[src/rtl/reg_file_loader_if.sv]
// rtl/reg_file_loader_if.sv - Start/stream/RegFile write-port bundle for reg_file_loader
interface reg_file_loader_if #(
   parameter int W = 8,
   parameter int A = 2
);
   logic         Start;
   logic         Mode;
   logic         InValid;
   logic [W-1:0] InData;
   logic         InReady;
   logic         WriteEn;
   logic [A-1:0] Waddr;
   logic [W-1:0] DataIn;
   logic         Busy;
   logic         Done;
   logic [A:0]   Count;

   // The loader drives the RegFile write port and the status outputs.
   modport master (
      input  Start, Mode, InValid, InData,
      output InReady, WriteEn, Waddr, DataIn, Busy, Done, Count
   );

   // Requester / stream source / RegFile side.
   modport slave (
      output Start, Mode, InValid, InData,
      input  InReady, WriteEn, Waddr, DataIn, Busy, Done, Count
   );
endinterface

[src/rtl/reg_file_loader.sv]
// rtl/reg_file_loader.sv - RegFile write-side master: stream LOAD or zero CLEAR of all registers
module reg_file_loader #(
   parameter int W = 8,
   parameter int A = 2
) (
   input logic              Clk,
   input logic              Reset,
   reg_file_loader_if.master bus
);
   localparam int DEPTH = 2 ** A;

   typedef enum logic [1:0] {S_IDLE, S_LOAD, S_CLEAR, S_DONE} state_t;

   state_t       state_q, state_d;
   logic [A-1:0] ptr_q, ptr_d;
   logic         we_q, we_d;
   logic [A-1:0] waddr_q, waddr_d;
   logic [W-1:0] data_q, data_d;
   logic         busy_q, busy_d;
   logic         done_q, done_d;
   logic [A:0]   count_q, count_d;

   logic         issue;
   logic         last;

   // A write is issued on every CLEAR cycle and on every accepted LOAD beat.
   assign issue = (state_q == S_CLEAR) || ((state_q == S_LOAD) && bus.InValid);
   assign last  = (ptr_q == A'(DEPTH - 1));

   // Next-state and next-output computation; Waddr/DataIn hold when no write.
   always_comb begin
      state_d = state_q;
      ptr_d   = ptr_q;
      we_d    = 1'b0;
      waddr_d = waddr_q;
      data_d  = data_q;
      done_d  = 1'b0;
      count_d = count_q;
      case (state_q)
         S_IDLE: begin
            if (bus.Start) begin
               ptr_d   = '0;
               count_d = '0;
               state_d = bus.Mode ? S_CLEAR : S_LOAD;
            end
         end
         S_LOAD, S_CLEAR: begin
            if (issue) begin
               we_d    = 1'b1;
               waddr_d = ptr_q;
               data_d  = (state_q == S_LOAD) ? bus.InData : '0;
               ptr_d   = ptr_q + 1'b1;
               count_d = (count_q == (A+1)'(DEPTH)) ? count_q : count_q + 1'b1;
               if (last) begin
                  state_d = S_DONE;
                  done_d  = 1'b1;
               end
            end
         end
         default: state_d = S_IDLE;
      endcase
      busy_d = (state_d != S_IDLE);
   end

   // State and registered outputs; reset abandons any run in progress.
   always_ff @(posedge Clk) begin
      if (Reset) begin
         state_q <= S_IDLE;
         ptr_q   <= '0;
         we_q    <= 1'b0;
         waddr_q <= '0;
         data_q  <= '0;
         busy_q  <= 1'b0;
         done_q  <= 1'b0;
         count_q <= '0;
      end else begin
         state_q <= state_d;
         ptr_q   <= ptr_d;
         we_q    <= we_d;
         waddr_q <= waddr_d;
         data_q  <= data_d;
         busy_q  <= busy_d;
         done_q  <= done_d;
         count_q <= count_d;
      end
   end

   assign bus.InReady = (state_q == S_LOAD);
   assign bus.WriteEn = we_q;
   assign bus.Waddr   = waddr_q;
   assign bus.DataIn  = data_q;
   assign bus.Busy    = busy_q;
   assign bus.Done    = done_q;
   assign bus.Count   = count_q;
endmodule

[src/flat_wrapper.sv]
// flat-port wrapper written by rule: the top's interface ports become plain ports
module reg_file_loader_flat 
#(
   parameter int W = 8,
   parameter int A = 2
)
  (Clk, Reset, bus_Start, bus_Mode, bus_InValid, bus_InData, bus_InReady, bus_WriteEn, bus_Waddr, bus_DataIn, bus_Busy, bus_Done, bus_Count);
  reg_file_loader_if #(.W(W), .A(A)) bus_i ();
  input logic Clk;
  input logic Reset;
  input wire logic [$bits(bus_i.Start)-1:0] bus_Start;
  input wire logic [$bits(bus_i.Mode)-1:0] bus_Mode;
  input wire logic [$bits(bus_i.InValid)-1:0] bus_InValid;
  input wire logic [$bits(bus_i.InData)-1:0] bus_InData;
  output wire logic [$bits(bus_i.InReady)-1:0] bus_InReady;
  output wire logic [$bits(bus_i.WriteEn)-1:0] bus_WriteEn;
  output wire logic [$bits(bus_i.Waddr)-1:0] bus_Waddr;
  output wire logic [$bits(bus_i.DataIn)-1:0] bus_DataIn;
  output wire logic [$bits(bus_i.Busy)-1:0] bus_Busy;
  output wire logic [$bits(bus_i.Done)-1:0] bus_Done;
  output wire logic [$bits(bus_i.Count)-1:0] bus_Count;
  assign bus_i.Start = bus_Start;
  assign bus_i.Mode = bus_Mode;
  assign bus_i.InValid = bus_InValid;
  assign bus_i.InData = bus_InData;
  assign bus_InReady = bus_i.InReady;
  assign bus_WriteEn = bus_i.WriteEn;
  assign bus_Waddr = bus_i.Waddr;
  assign bus_DataIn = bus_i.DataIn;
  assign bus_Busy = bus_i.Busy;
  assign bus_Done = bus_i.Done;
  assign bus_Count = bus_i.Count;
  reg_file_loader #(.W(W), .A(A)) u_core (.Clk(Clk), .Reset(Reset), .bus(bus_i));
endmodule
[config.mk]
export PLATFORM = sky130hd
export DESIGN_NAME = reg_file_loader_flat
export DESIGN_NICKNAME = d
export VERILOG_FILES = /design/src/rtl/reg_file_loader_if.sv /design/src/rtl/reg_file_loader.sv /design/src/flat_wrapper.sv
export SDC_FILE = /design/constraint.sdc
export NUM_CORES = 1
export LEC_CHECK = 0
export BUFFER_PORTS_ARGS = -buffer_cell sky130_fd_sc_hd__buf_2
export CORE_MARGIN = 8
export CORE_UTILIZATION = 50
export CTS_BUF_LIST = sky130_fd_sc_hd__clkbuf_16
export CTS_CLUSTER_SIZE = 40
export DETAILED_ROUTE_END_ITERATION = 16
export PLACE_DENSITY = 0.78
export SLEW_MARGIN = 20
export SYNTH_ARGS = -nofsm -noshare
export SYNTH_HDL_FRONTEND = slang
export SYNTH_SLANG_ARGS = --single-unit
[constraint.sdc]
create_clock -name Clk -period 2.8 [get_ports Clk]
set_clock_uncertainty 0.1 [all_clocks]
set_input_delay 0.14 -clock Clk [delete_from_list [all_inputs] [get_ports Clk]]
set_output_delay 0.14 -clock Clk [all_outputs]
set_load 0.05 [all_outputs]
# Yosys cells after proc, flatten, opt, wreduce, memory -nomap -nowiden
# Cells that the tools add are included.
# word_totals
register_bits	20
latch_bits	0
ramBits	0
rom_bits	0
mem_count	0
# op_classes
n_addsub	2
mul	0
n_div	0
order_cmp	0
n_eq_ne	7
n_shift	0
muxes	15
n_bitwise	2
n_reduce_logical	11
# ops
cell	n
2-bit 2-to-1 mux	6
3-bit 2-to-1 mux	3
8-bit 2-to-1 mux	1
2-bit one-hot mux with 2 select lines	2
3-bit one-hot mux with 2 select lines	1
2-bit == test, second input constant	2
2-bit != test, second input constant	2
4-bit AND reduction	1
2-bit nonzero test	2
2-bit OR reduction	2
3-bit by 1-bit adder with 3-bit output, second input constant	1
3-bit == test, second input constant	1
3-bit AND reduction	1
3-bit OR reduction	1
2-bit by 1-bit adder with 2-bit output, second input constant	1
2-bit by 1-bit == test with 1-bit output, second input constant	1
2-bit logical NOT	1
1-bit 2-to-1 mux	2
2-bit by 1-bit != test with 1-bit output, second input constant	1
1-bit inverter	2
2-bit AND reduction	1
1-bit logical AND	1
1-bit logical OR	1

# Depth between registers and ports, before layout
# Gate-level depths: netlist of the first run.
# logic_depth
depth_word	6
ltp_mapped	7

# Worst setup path after synthesis of the first run
# Ideal clock, no wire load.
# synth_timing
kind	reg-to-reg
from	reg u_core.state_q[1]
to	reg u_core.data_q[0] (netlist: u_core.bus.DataIn[0])
t_arrival_ps	1624
path_slack_ps	959
path_stages_with_launch	7
cell_sequence	dfxtp_1 > inv_1 > ha_1 > a21o_1 > and2_1 > nor2_4 > a22o_1
# synth_via
elab_chain_len	4
word_cells_on_any_way	7
classes_between	eq/ne: 2; mux: 1; reduce/logical: 4
# synth_lines
element	line	rtl
start, declared	reg_file_loader.sv:14	state_t state_q, state_d;
start signal, assigned	reg_file_loader.sv:77	state_q <= state_d;
2-bit by 1-bit == test with 1-bit output *	n/a	
via bus_InReady	flat_wrapper.sv:15	output wire logic [$bits(bus_i.InReady)-1:0] bus_InReady;
1-bit logical AND	reg_file_loader.sv:27	assign issue = (state_q == S_CLEAR) || ((state_q == S_LOAD) && bus.InValid);
1-bit logical OR	reg_file_loader.sv:27	
2-bit AND reduction (no line)	n/a	
end signal, assigned	reg_file_loader.sv:81	data_q <= data_d;
end, declared	reg_file_loader.sv:18	logic [W-1:0] data_q, data_d;
# Mark *: on every way through the listed nets, which the timed path passes. The rest lies on a longest branch.
# A chain may end at the register's enable or synchronous reset.

# Final worst setup path of the first run
# layout_timing
from	reg u_core.state_q[0]
to	reg u_core.busy_q (netlist: u_core.bus.Busy)
# layout_via
elab_chain_len	6
word_cells_on_any_way	11
classes_between	eq/ne: 2; mux: 4; reduce/logical: 5
# layout_lines
element	line	rtl
2-bit by 1-bit == test with 1-bit output	reg_file_loader.sv:27, reg_file_loader.sv:39	
1-bit logical AND	reg_file_loader.sv:27	
1-bit logical OR	reg_file_loader.sv:27	
2-bit 2-to-1 mux	reg_file_loader.sv:48	if (issue) begin
2-bit one-hot mux with 2 select lines *	reg_file_loader.sv:39	case (state_q)
2-bit nonzero test *	reg_file_loader.sv:62	busy_d = (state_d != S_IDLE);
end signal, assigned	reg_file_loader.sv:82	busy_q <= busy_d;
end, declared	reg_file_loader.sv:19	logic busy_q, busy_d;
# Mark *: on every way between the ends. The rest lies on a longest branch, timed or not.

==> impl_metrics.ini, run 1 <==
[logic_synthesis]
yosysWarnings = 0
synth_top_cell_by_area = dfxtp_1
synthMuxAreaShare_pct = 0
synth-adder-area-share_pct = 9.89
yosys.cell_types.count = 30
synth_top_area_share_pct = 45.2
yosysSeqAreaShare_pct = 45.2
ys_seq_elements = 20
syn_inst = 89
synth_compound_area_share_pct = 26.1
synthXorXnorAreaFrac_pct = 0
synth_area_um2 = 886
synth_area_leaders = dfxtp_1 45%, ha_1 9.9%, a22o_1 7.9%
synth_top_family_by_area = compound AO/OA/AOI/OAI gates
syn_nets = 109
avgSynthCellArea_um2 = 9.95
synth_simple_gate_area_share_pct = 15.4

[detailed_routing]
drc = 0
wl_per_cell_um = 13.7
drtIter0Drc = 20
routed_wl_mm = 1.89
ant_nets = 0
vias = 771
firstDrtPassIters = 4
avgViaCountPerCell = 5.59

[grt]
antenna_found_initial = 0
gr-total-overflow = 0
grt_max_degree = 15
grt.total_usage_pct = 11.6
grt_first_pass_wirelength_mm = 3.22
grt_pass1_vias = 777

[min_path]
min_to = u_core.bus.DataIn[3]
holdPathStages = 2
hold_class = in2reg
hold_path_startpoint = bus_InData[3]

[clock_tree]
cts_inserted_buffers = 3
htreeDepth = 1
clk_path_buf_depth = 2
cts_tree = yes
post_cts_buffers = 0
cts_sinks = 20
postCtsHoldBufs = 1
clkLatencyLatePin_ns = 0.24
clkSlewWorstSetupHoldPaths_ns = 0.05
postCtsResizedCells = 0
root_buffer = clkbuf_16

[pwr]
vdd_ir_drop_max_mv = 0.347
p_per_area_mw_per_mm2 = 643
p_leak_nw = 0.552
p_total_mw = 0.726

[run_status]
outcome = completed

[worst_setup_path]
rrSetupSlack_ns = 0.96
cp_slowest_stage_delay_ns = 0.42
worstSetupEndpointType = flop
start_kind = flop
crit_path_top_delay_cell = ha_1
required_ns = 2.81
cpMostUsedCell = nor2b_1
reg2reg_to = u_core.bus.Busy
cp_data_arrival_time_ns = 1.85
r2r_cells = 6
path_max_fanout = 10
crit_type = reg2reg
path_cells = inv_1 -> ha_1 -> nor2b_1 -> nor2b_1 -> a22oi_1 -> o211ai_1
r2r-start = u_core.state_q[0]

[timing]
max_slew_margin_pct = 80.4
max_freq_mhz = 543
fin_tns_setup_ns = 0
fin_crit_ns = 1.84
setup_viol = 0
worst_pin_slew_ns = 0.295
finalHoldViolations = 0
fin_ws_ns = 0.960
rsz0062_at_grt = false
slew_violations = 0
fin_crit_sh_pct = 65.7
whs_ns = 0.00943

[layout]
drive_gt1_share_pct = 30.6
diodes = 0
nNetsFinal = 142
fillCellCount = 145
syn_to_final_growth_pct = 27.5
fin_util_pct = 66.9

[floorplanning]
rows = 15
die_h_um = 58.1
initial_core_util_pct = 52.4
die_w_um = 58.1
dieArea_mm2 = 0.00337
core-area_mm2 = 0.00169
io_pins = 30

[run]
maxCapViolations = 0

[placement]
gp_congestion = 0.918
dpl_worst_slack_ns = 0.970
dp_hpwl_mm = 1.49
portBuffers = 29
-- synth_stat cells --
cell type,n
buf_4,1
o211ai_1,1
nor2_1,6
nor2b_2,1
o211a_2,1
a22oi_1,1
a22o_1,8
nor3b_1,1
a311oi_1,1
o211a_1,1
and2_1,1
nand3b_1,2
o31ai_2,1
and4b_1,1
a31oi_1,1
a32o_1,1
ha_1,7
a21oi_1,5
a21o_1,1
nand3_1,1
o21ai_0,3
a311oi_2,1
clkbuf_1,1
dfxtp_1,20
nor2_4,1
o41ai_1,1
inv_1,5
nor2b_1,2
nand2_1,10
a211o_1,2
-- layout make-up --
| cell class | count | area [um^2] | area share, % |
|---|---|---|---|
| Clock inverter | 1 | 3.75 | 0.332 |
| Tap cell | 17 | 21.3 | 1.88 |
| Inverter | 5 | 18.8 | 1.66 |
| Multi-Input combinational cell | 62 | 455 | 40.3 |
| Timing Repair Buffer | 30 | 155 | 13.7 |
| Clock buffer | 3 | 75.1 | 6.64 |
| Sequential cell | 20 | 400 | 35.4 |
-- through the flow --
stage                     std cells  instance area (um^2)
after global routing            138                  1130
after CTS                       138                  1130
after global placement          133                  1040
after detailed placement        133                  1040
after floorplan                  89                   886
final                           138                  1130
-- worst max-delay path by stage --
stage	start	end	slack [ns]	cells after the start
3_3_place_gp	u_core.state_q[0]	u_core.bus.Busy	1.05	6
3_5_place_dp	u_core.state_q[0]	u_core.bus.Count[0]	0.97	5
4_1_cts	u_core.state_q[0]	u_core.bus.Count[1]	0.97	5
2_1_floorplan	u_core.state_q[1]	u_core.bus.DataIn[0]	0.96	6
5_1_grt	u_core.state_q[0]	u_core.bus.Busy	0.77	6
6_report	u_core.state_q[0]	u_core.bus.Busy	0.96	6
-- power by group --
part	total, mW	switching (mW)	internal, mW
Sequential	0.304	0.00792	0.296
Combinational	0.140	0.0940	0.0457
Clock	0.282	0.0928	0.190
Total	0.726	0.195	0.531
-- state kept, by name, summed over array words and instances, names as in the netlist --
register / flops
u_core.bus.WriteEn: 1
u_core.bus.DataIn: 8
u_core.bus.Count: 3
u_core.bus.Busy: 1
u_core.bus.Done: 1
u_core.state_q: 2
u_core.bus.Waddr: 2
u_core.ptr_q: 2
-- worst max-delay path, delay by kind of cell, from the launching register on --
| family | cells | cell delay (ns) |
|---|---|---|
| AO/OA/AOI/OAI | 2 | 0.35 |
| flip-flops | 1 | 0.41 |
| adder cells (fa/ha/maj) | 1 | 0.42 |
| AND/OR/NAND/NOR | 2 | 0.36 |
| buffers and inverters | 1 | 0.09 |
-- layer usage --
metal | vias to the layer above | wire length, um | track usage, %
li1 | 389 | - | -
met4 | 0 | 12 | 4.20
met5 | - | 0 | 0
met3 | 2 | 161 | 3.97
met2 | 29 | 878 | 19.9
met1 | 351 | 841 | 12.9
-- cells by family after synthesis --
logic type	after synthesis
and+or+nand+nor	26
DFF	20
adders and majority gates	7
buffers and inverters	7
AOI/OAI and AO/OA	29
-- cells in the final DEF (no fill, tap or decap) --
| master | n |
|---|---|
| a211o_1 | 2 |
| a21o_1 | 1 |
| a21oi_1 | 5 |
| a22o_1 | 8 |
| a22oi_1 | 1 |
| a311oi_1 | 1 |
| a311oi_2 | 1 |
| a31oi_1 | 1 |
| a32o_1 | 1 |
| and2_1 | 1 |
| and4b_1 | 1 |
| buf_2 | 29 |
| clkbuf_16 | 3 |
| clkinv_1 | 1 |
| dfxtp_1 | 20 |
| dlygate4sd3_1 | 1 |
| ha_1 | 7 |
| inv_1 | 5 |
| nand2_1 | 10 |
| nand3_1 | 1 |
| nand3b_1 | 2 |
| nor2_1 | 6 |
| nor2_4 | 1 |
| nor2b_1 | 2 |
| nor2b_2 | 1 |
| nor3b_1 | 1 |
| o211a_1 | 1 |
| o211a_2 | 1 |
| o211ai_1 | 1 |
| o21ai_0 | 3 |
| o31ai_2 | 1 |
| o41ai_1 | 1 |
(Power assumes the default switching activity.)
==> inputs of run 2 (changes only) <==
--- a/config.mk
+++ b/config.mk
@@ -5,13 +5,14 @@
 export SDC_FILE = /design/constraint.sdc
 export NUM_CORES = 1
 export LEC_CHECK = 0
+export ABC_AREA = 1
 export BUFFER_PORTS_ARGS = -buffer_cell sky130_fd_sc_hd__buf_2
 export CORE_MARGIN = 8
 export CORE_UTILIZATION = 50
 export CTS_BUF_LIST = sky130_fd_sc_hd__clkbuf_16
 export CTS_CLUSTER_SIZE = 40
 export DETAILED_ROUTE_END_ITERATION = 16
-export PLACE_DENSITY = 0.78
+export PLACE_DENSITY = 0.77
 export SLEW_MARGIN = 20
 export SYNTH_ARGS = -nofsm -noshare
 export SYNTH_HDL_FRONTEND = slang
==> constraint.sdc (replaced) <==
create_clock -name Clk -period 1.75 [get_ports Clk]
set_clock_uncertainty 0.1 [all_clocks]
set_input_delay 0.0875 -clock Clk [delete_from_list [all_inputs] [get_ports Clk]]
set_output_delay 0.0875 -clock Clk [all_outputs]
set_load 0.05 [all_outputs]
==> run 2 against run 1 <==
Effect of this change: the flow now finishes with violations (hold timing); via count increased by 20%; cell count is 38% higher; largest power group is now clock; highest routed layer unchanged; global-route usage is 1.9 points higher; critical endpoint is now bus_InReady; worst setup slack worse by 0.81 ns; critical path type is now reg2out.
==> impl_metrics.ini, run 2 <==
[run_status]
outcome = finished, violations left
violations = hold timing

[logic_synthesis]
synth_area_leaders = dfxtp_1 39%, nand2_1 11%, ha_1 8.6%
synth_area_mm2 = 0.00102
synthFlopType = dfxtp_1
async_reset_ff_share_pct = 0
syn_nets = 150
ys_seq_elements = 20
yosysMostFrequentCell = nand2_1
yosys.cell_types.count = 21
yosysSeqAreaShare_pct = 39.4
synth_top_area_share_pct = 39.4
synth_enable_flop_cells = 0
synth_top_cell_by_area = dfxtp_1
avgSynthCellArea_um2 = 7.82
yosysWarnings = 0
syn_inst = 130
synth_common_cells = 31 x nand2_1, 20 x dfxtp_1, 14 x inv_1, 13 x nand3_1, 13 x nor2_1

[timing]
finalHoldViolations = 1
max_slew_margin_pct = 78.5
rsz0062_at_grt = false
fin_crit_sh_pct = 91.4
fin_tns_setup_ns = 0
whs_ns = -0.000802
setup_viol = 0
slew_violations = 0
max_freq_mhz = 626
worst_pin_slew_ns = 0.322
fin_crit_ns = 1.60

[worst_setup_path]
r2r_cells = 6
reg2reg_to = u_core.ptr_q[1]
start_kind = flop
r2r-start = u_core.state_q[1]
worstSetupEndpointType = primary output
crit_type = reg2out
crit_end = bus_InReady
required_ns = 1.56
rrSetupSlack_ns = 0.18
cp_data_arrival_time_ns = 1.41
path_max_fanout = 9
cp-startpoint = u_core.state_q[1]

[grt]
gr-total-overflow = 0
antenna_found_initial = 0
grt_max_degree = 13
grt_pass1_vias = 939
grt_first_pass_wirelength_mm = 3.82
grt.total_usage_pct = 13.6

[layout]
fin_util_pct = 67.7
final_common_cell = nand2_1
fillCellCount = 170
nNetsFinal = 184
largest_reg_flops = 8
syn_to_final_growth_pct = 29.2
diodes = 0
final_cell_mix = 31 x nand2_1, 29 x buf_2, 20 x dfxtp_1, 14 x inv_1
drive_gt1_share_pct = 33.7

[pwr]
p_per_area_mw_per_mm2 = 1170
p_leak_nw = 0.677
vdd_ir_drop_max_mv = 0.893

[detailed_routing]
drtIter0Drc = 17
wl_per_cell_um = 12.0
avgViaCountPerCell = 4.86
drc = 0
firstDrtPassIters = 4
ant_nets = 0
routed_wl_mm = 2.29
vias = 924

[clock_tree]
clkLatencyLatePin_ns = 0.25
post_cts_buffers = 0
clkSlewWorstSetupHoldPaths_ns = 0.06
cts_sinks = 20
htreeDepth = 1
root_buffer = clkbuf_16
cts_tree = yes
cts_inserted_buffers = 3
clk_path_buf_depth = 2

[floorplanning]
io_pins = 30
dieArea_mm2 = 0.00373
core-area_mm2 = 0.00194
die_h_um = 61.1
rows = 16
initial_core_util_pct = 52.4
die_w_um = 61.1

[placement]
gp_congestion = 0.875
dp_hpwl_mm = 1.64
portBuffers = 29

[min_path]
hold_class = in2reg

[run]
maxCapViolations = 0
run 2: how the worst min path moves through the flow:
stage	from	end	slack, ns	cells past startpoint
floorplan	bus_InData[7]	u_core.bus.DataIn[7]	0.15	2
global placement	bus_InData[2]	u_core.bus.DataIn[2]	0.26	3
detailed placement	bus_InData[5]	u_core.bus.DataIn[5]	0.26	3
CTS	bus_InData[2]	u_core.bus.DataIn[2]	0.001	3
global route	bus_InData[7]	u_core.bus.DataIn[7]	0.01	3
finish	bus_InData[2]	u_core.bus.DataIn[2]	-0.0008	3
run 2: area by class of cell:
cell class / instances / area (um^2) / area share (%)
clock inverters: 1 / 30.0 / 2.29
multi-input cells: 90 / 533 / 40.6
repair buffers: 34 / 185 / 14.1
inverters: 15 / 56.3 / 4.29
flip-flops and latches: 20 / 400 / 30.5
well taps: 27 / 33.8 / 2.57
clock buffers: 3 / 75.1 / 5.71
run 2: per-layer routing:
layer | global-route usage [%] | vias up | wire length, um
li1 | - | 481 | -
met1 | 15.3 | 403 | 1010
met2 | 22.2 | 31 | 1090
met3 | 3.34 | 9 | 123
met4 | 8.64 | 0 | 74
met5 | 0 | - | 0
run 2: cells by family (layout without fill, tap and decap cells):
family | count (synthesis) | after routing | synth area share (%)
fa+ha+maj | 7 | 7 | 8.61
flops | 20 | 20 | 39.4
compound gates | 17 | 17 | 11.8
simple gates | 66 | 66 | 30.1
buf+inv | 20 | 53 | 10.1
run 2: critical path: stages, from the launching register on:
cell	delay, ns
dfxtp_1	0.32
inv_1	0.15
ha_2	0.24
buf_4	0.17
buf_2	0.27
run 2: power breakdown:
group	leakage, nW	switching (mW)	internal, mW	total [mW]
combinational	0.463	0.260	0.129	0.389
clock	0.0511	0.175	0.454	0.629
sequential	0.163	0.0237	0.489	0.513
total	0.677	0.458	1.07	1.53
run 2: through the flow:
stage	setup WS, ns	power (mW)	instances	cell area [um^2]	hold WS [ns]
floorplan	0.0993	0.810	130	1020	0.145
global placement	0.0888	0.870	185	1180	0.257
detailed placement	0.00932	0.878	185	1180	0.260
CTS	0.0807	1.53	190	1300	0.00143
global route	0.0365	1.60	190	1310	0.0103
finish	0.151	1.53	190	1310	-0.000802
run 2: what timing repair did:
action | in CTS | in global routing
endpoints found under the hold margin | 1 | 0
hold buffers | 1 | 0
setup endpoints to repair | 3 | 9
gates resized for setup | 2 | 1
